[src/rtl/ssio_sdr_in_deskew.sv]
// rtl/ssio_sdr_in_deskew.sv - multi-lane SDR input capture with per-lane deskew and frame tracking
// Optional frame statistics are built when SSIO_SDR_IN_DESKEW_STATS_EN is defined.
module ssio_sdr_in_deskew #(
  parameter int WIDTH    = 4,
  parameter int MAX_SKEW = 3,
  parameter int SW       = $clog2(MAX_SKEW + 1)
) (
  input  logic                    input_clk,
  input  logic                    rst_n,
  input  logic [WIDTH-1:0]        input_d,
  input  logic                    input_ctl,
  input  logic [(WIDTH+1)*SW-1:0] skew_sel,
  input  logic                    skew_load,
  output logic                    skew_busy,
  output logic                    output_clk,
  output logic [WIDTH-1:0]        output_q,
  output logic                    output_ctl,
  output logic [15:0]             frame_len,
  output logic                    frame_done
);

  localparam int L = WIDTH + 1;
  localparam logic [SW-1:0] FLUSH_LAST = SW'(MAX_SKEW - 1);

  typedef enum logic [1:0] {
    S_IDLE   = 2'd0,
    S_ACTIVE = 2'd1,
    S_FLUSH  = 2'd2
  } state_t;

  logic [L-1:0]               cap_q, cap_d;
  logic [MAX_SKEW-1:0][L-1:0] dly_q, dly_d;
  logic [L-1:0]               out_q, out_d;
  logic [L*SW-1:0]            act_sel_q, act_sel_d;
  logic [L*SW-1:0]            pend_sel_q, pend_sel_d;
  logic                       busy_q, busy_d;
  state_t                     state_q, state_d;
  logic [SW-1:0]              flush_cnt_q, flush_cnt_d;
  logic                       ctl_aligned;

  assign output_clk  = input_clk;
  assign output_q    = out_q[WIDTH-1:0];
  assign output_ctl  = out_q[WIDTH];
  assign skew_busy   = busy_q;
  assign ctl_aligned = out_q[WIDTH];

  // Capture stage feeding free-running per-lane delay lines
  always_comb begin
    cap_d    = {input_ctl, input_d};
    dly_d    = dly_q;
    dly_d[0] = cap_q;
    for (int k = 1; k < MAX_SKEW; k++) dly_d[k] = dly_q[k-1];
  end

  // Per-lane tap select, clamped to the deepest stage; select 0 bypasses the line
  always_comb begin
    logic [SW-1:0] sel;
    sel   = '0;
    out_d = '0;
    for (int l = 0; l < L; l++) begin
      sel = act_sel_q[l*SW +: SW];
      if (int'(sel) > MAX_SKEW) sel = SW'(MAX_SKEW);
      out_d[l] = cap_q[l];
      for (int k = 1; k <= MAX_SKEW; k++) begin
        if (sel == SW'(k)) out_d[l] = dly_q[k-1][l];
      end
    end
  end

  // Frame FSM: selects change only while the aligned link is idle
  always_comb begin
    state_d     = state_q;
    flush_cnt_d = flush_cnt_q;
    act_sel_d   = act_sel_q;
    pend_sel_d  = pend_sel_q;
    busy_d      = busy_q;
    case (state_q)
      S_IDLE: begin
        if (ctl_aligned) begin
          // a load on the entry edge already belongs to the frame
          state_d = S_ACTIVE;
          if (skew_load) begin
            pend_sel_d = skew_sel;
            busy_d     = 1'b1;
          end
        end else if (skew_load) begin
          act_sel_d = skew_sel;
        end
      end
      S_ACTIVE: begin
        if (skew_load) begin
          pend_sel_d = skew_sel;
          busy_d     = 1'b1;
        end
        if (!ctl_aligned) begin
          state_d     = S_FLUSH;
          flush_cnt_d = FLUSH_LAST;
        end
      end
      S_FLUSH: begin
        if (skew_load) begin
          pend_sel_d = skew_sel;
          busy_d     = 1'b1;
        end
        if (ctl_aligned) begin
          state_d = S_ACTIVE;
        end else if (flush_cnt_q == '0) begin
          state_d = S_IDLE;
          if (skew_load) act_sel_d = skew_sel;
          else if (busy_q) act_sel_d = pend_sel_q;
          busy_d = 1'b0;
        end else begin
          flush_cnt_d = flush_cnt_q - 1'b1;
        end
      end
      default: state_d = S_IDLE;
    endcase
  end

  // Datapath and control registers; reset drops any pending load
  always_ff @(posedge input_clk or negedge rst_n) begin
    if (!rst_n) begin
      cap_q       <= '0;
      dly_q       <= '0;
      out_q       <= '0;
      act_sel_q   <= '0;
      pend_sel_q  <= '0;
      busy_q      <= 1'b0;
      state_q     <= S_IDLE;
      flush_cnt_q <= '0;
    end else begin
      cap_q       <= cap_d;
      dly_q       <= dly_d;
      out_q       <= out_d;
      act_sel_q   <= act_sel_d;
      pend_sel_q  <= pend_sel_d;
      busy_q      <= busy_d;
      state_q     <= state_d;
      flush_cnt_q <= flush_cnt_d;
    end
  end

`ifdef SSIO_SDR_IN_DESKEW_STATS_EN
  logic [15:0] cnt_q, cnt_d;
  logic [15:0] len_q, len_d;
  logic        done_q, done_d;

  // Saturating frame-length counter; the cycle that triggers ACTIVE entry is the first counted
  always_comb begin
    cnt_d  = cnt_q;
    len_d  = len_q;
    done_d = 1'b0;
    if (state_q == S_ACTIVE) begin
      if (ctl_aligned) begin
        if (cnt_q != 16'hFFFF) cnt_d = cnt_q + 16'd1;
      end else begin
        len_d  = cnt_q;
        done_d = 1'b1;
      end
    end else if (ctl_aligned) begin
      cnt_d = 16'd1;
    end
  end

  // Statistics registers
  always_ff @(posedge input_clk or negedge rst_n) begin
    if (!rst_n) begin
      cnt_q  <= '0;
      len_q  <= '0;
      done_q <= 1'b0;
    end else begin
      cnt_q  <= cnt_d;
      len_q  <= len_d;
      done_q <= done_d;
    end
  end

  assign frame_len  = len_q;
  assign frame_done = done_q;
`else
  assign frame_len  = 16'd0;
  assign frame_done = 1'b0;
`endif

endmodule

[config.mk]
export PLATFORM = sky130hd
export DESIGN_NAME = ssio_sdr_in_deskew
export DESIGN_NICKNAME = d
export VERILOG_FILES = /design/src/rtl/ssio_sdr_in_deskew.sv
export SDC_FILE = /design/constraint.sdc
export NUM_CORES = 1
export LEC_CHECK = 0
export ABC_CLOCK_PERIOD_IN_PS = 3850
export CAP_MARGIN = 40
export CELL_PAD_IN_SITES_DETAIL_PLACEMENT = 0
export CELL_PAD_IN_SITES_GLOBAL_PLACEMENT = 1
export CORE_MARGIN = 2
export CORE_UTILIZATION = 46
export CTS_BUF_LIST = sky130_fd_sc_hd__clkbuf_8
export CTS_CLUSTER_DIAMETER = 50
export DETAILED_ROUTE_END_ITERATION = 8
export GPL_TIMING_DRIVEN = 0
export HOLD_SLACK_MARGIN = 0.03
export PLACE_DENSITY_LB_ADDON = 0.1
export SLEW_MARGIN = 20
export SYNTH_ARGS = -nofsm -noshare
export SYNTH_HDL_FRONTEND = slang
export SYNTH_SLANG_ARGS = --single-unit
[constraint.sdc]
create_clock -name input_clk -period 3.85 [get_ports input_clk]
set_clock_uncertainty 0.05 [all_clocks]
set_input_delay 0.5775 -clock input_clk [delete_from_list [all_inputs] [get_ports input_clk]]
set_output_delay 0.5775 -clock input_clk [all_outputs]
set_load 0.005 [all_outputs]
Word-level counts from Yosys, hierarchy flattened

Index checks and enable logic that the tools add are counted.

$add $sub $neg: 1
Multiply operators: 0
Divide/modulo/power cells: 0
Order comparisons: 0
Equal/unequal tests: 26
Shifts and indexed selects: 0
Muxes and demuxes: 38
Bitwise logic cells: 0
Reductions and logical operators: 12

Operator list:

| operator                                          | number |
|---|---|
| 2-to-1 mux 10 bit                                 | 8 |
| case mux 10 bit (2 select lines)                  | 2 |
| == test 2 bit (second input constant)             | 11 |
| 2-to-1 mux 1 bit                                  | 19 |
| != test 2 bit (second input constant)             | 7 |
| == test 2 x 1 -> 1 bit (second input constant)    | 6 |
| 2-to-1 mux 2 bit                                  | 6 |
| != test 3 bit (second input constant)             | 2 |
| case mux 2 bit (3 select lines)                   | 1 |
| AND reduction 6 bit                               | 1 |
| nonzero test 2 bit                                | 3 |
| zero test 2 bit                                   | 2 |
| case mux 2 bit (2 select lines)                   | 1 |
| AND reduction 2 bit                               | 2 |
| AND reduction 4 bit                               | 1 |
| case mux 1 bit (3 select lines)                   | 1 |
| AND reduction 3 bit                               | 1 |
| nonzero test 3 bit                                | 1 |
| OR reduction 2 bit                                | 1 |
| subtractor 2 x 1 -> 2 bit (second input constant) | 1 |

Register bits: 50
Bits in latches: 0
Memory bits (writable): 0
ROM bits: 0
Input port bits: 18
Output and inout bits: 24
Word-level logic and storage cells: 87
Memories: 0

Depth between registers and ports, before layout

Depth in word-level cells: 5
Depth in mapped cells: 5
Mapped depth without buffers: 5

==> metrics.cfg <==
[die]
core_area_um2 = 4290
die_width_um = 70.5
initial_core_util = 0.474
die_h_um = 70.5
ios = 42
die-area_um2 = 4970
rows = 24

[layout]
nets = 200
drive_gt1_frac = 0.401
final_cells = 234
layout_common_cells = 50 x dfrtp_1, 30 x mux2_2, 23 x clkdlybuf4s50_1, 20 x buf_4, 17 x conb_1
areaGrowthSynthToFinish_pct = 25.6
antennaDiodeCount = 0
mostFrequentLayoutCell = dfrtp_1

[worst_setup_path]
endpoint = output_clk
crit_path_max_fanout = 2
reg2reg_from = flush_cnt_q[0]
worstSetupPathType = clock port to primary output
slowest_delay_ps = 440
r2r_end = act_sel_q[3]
critPathMostFrequentCell = clkbuf_8
r2r_slack_ps = 1860
cp_top_family = buffers and inverters
critPathLaunch = input_clk
worstPathCellList = clkbuf_8 -> clkbuf_8 -> buf_4 -> clkdlybuf4s50_1
crit_cells = 4
endpoint_kind = primary output
cp_data_arrival_time_ps = 2710
r2r_cells = 5
path_buf_inv = 4
required_ps = 3220
slowest_stage = clkdlybuf4s50_1
cp-start-kind = clock port

[sta]
setup_ws_ps = 514
worst_slew_margin_rel = 0.472
fin_tns_setup_ps = 0
setup_violations = 0
rsz0062_at_grt = no
hold_viol_final = 0
tightest_slew_ps = 786
slew_viol_final = 0
fin_hold_ws_ps = 87.0

[synthesis]
synth_top_area_share = 0.615
syn_avg_cell_area_um2 = 15.7
synthXorXnorAreaFrac = 0
synth.distinct_cells = 25
syn-cell-area_um2 = 2040
yosys.area.top_type = dfrtp_1
synthMuxAreaShare = 0.226
synthAdderAreaFrac = 0.00615
synth_compound_area_frac = 0.0221
synth_seq_cells = 50
ys_top_cells_by_area = dfrtp_1 61%, mux2_2 17%, buf_4 7.4%, mux4_2 5.5%, nor4_4 1.0%
ys_warn_count = 0
synth_cells = 130
ys_seq_area_frac = 0.615
yosys.area_share.simple = 0.0436
synth_top_family_by_area = multiplexers

[place]
pre_cts_ws_ps = 771
gp_congestion = 0.704
io_buffers = 24
dp.cells = 223
hpwl_mm = 2.30

[global_routing]
grt_usage = 0.149
grt_pass1_wl_mm = 5.52
grt.overflow.total = 0
grt_pass1_vias = 1193
antenna_found_initial = 0
grt_max_degree = 30

[routing]
viasPerCell = 4.74
wl_mm = 3.21
wl_per_cell_um = 13.7
drtPass1Iterations = 4
vias = 1109
remaining_drc_errors = 0
drt_iter0_markers = 52
ant_nets = 0

[clock_tree]
ctsHoldBuffers = 0
clkTransAtPathRegs_ps = 80
cts_tree = done
cts_resized = 0
post_cts_buffers = 0
clkLatencyLatePin_ps = 400

[hold_path]
holdCritPathClass = input pin to asynchronous set/reset pin

[pwr]
ir_drop_uv = 293
power_density_nw_per_um2 = 664
p_leak_nw = 1.14
p_total_mw = 1.70

[run]
drv_cap = 0

[run_status]
outcome = finished clean

==> cells in the mapped netlist <==
master and number:
nor2b_1 1, nor3b_1 1, buf_4 20, conb_1 1, nand2_1 1, nor3_1 1, inv_1 2, a21boi_0 2
nor2_1 1, buf_6 1, and3b_2 1, nor4b_1 1, buf_2 1, a21oi_1 3, dfrtp_1 50, ha_1 1
or3b_1 1, o31a_2 1, mux2_2 30, mux2i_1 1, nand2b_1 1, mux4_2 5, or2b_1 1, nor4_4 1
o21ai_0 1
==> state kept, by name, summed over array words and instances (netlist names) <==
register / flops
dly_d: 10
state_q: 2
pend_sel_q: 10
cap_q: 5
flush_cnt_q: 2
dly_q: 5
skew_busy: 1
out_q: 5
act_sel_q: 10
==> power breakdown <==
group / leakage (nW) / internal (mW) / total [mW] / switching, mW
logic: 0.476 / 0.312 / 0.478 / 0.166
registers: 0.583 / 0.690 / 0.787 / 0.0973
clock network: 0.0781 / 0.244 / 0.432 / 0.189
==> kinds of logic after synthesis <==
kind of cell | after synthesis
compound gates | 7
fa+ha+maj | 1
buf+inv | 24
flops | 50
mux | 36
other cells | 1
simple gates | 11
==> area by class of cell <==
cell class,instances,area (µm²)
well taps,52,65.1
inverters,2,7.51
multi-input cells,72,671
clock inverters,2,16.3
plain buffers,22,166
repair buffers,24,245
fillers,342,1740
flip-flops and latches,50,1250
clock buffers,10,134
==> worst min-delay path by stage <==
stage	startpoint	endpoint	slack, ps	cells after the start
global placement	cap_q[1]	dly_d[6]	300	0
floorplan	rst_n	act_sel_q[0]	230	0
CTS	rst_n	act_sel_q[9]	100	1
finish	rst_n	state_q[1]	90	1
detailed placement	dly_d[8]	dly_d[13]	310	0
global route	rst_n	pend_sel_q[9]	100	1
==> routing by layer <==
| layer | track usage | wire (µm) | vias up |
|---|---|---|---|
| li1 | - | - | 516 |
| met1 | 0.172 | 1370 | 556 |
| met2 | 0.236 | 1620 | 34 |
| met5 | 0 | 0 | - |
| met3 | 0.0620 | 182 | 3 |
| met4 | 0.0855 | 33 | 0 |
==> through the flow <==
stage / area, µm² / util
2_1_floorplan: 2100 / -
3_3_place_gp: 2400 / 0.559
3_5_place_dp: 2420 / 0.563
4_1_cts: 2560 / 0.595
5_1_grt: 2560 / 0.595
6_report: 2560 / 0.595
Power figures use the tool's default switching activity.
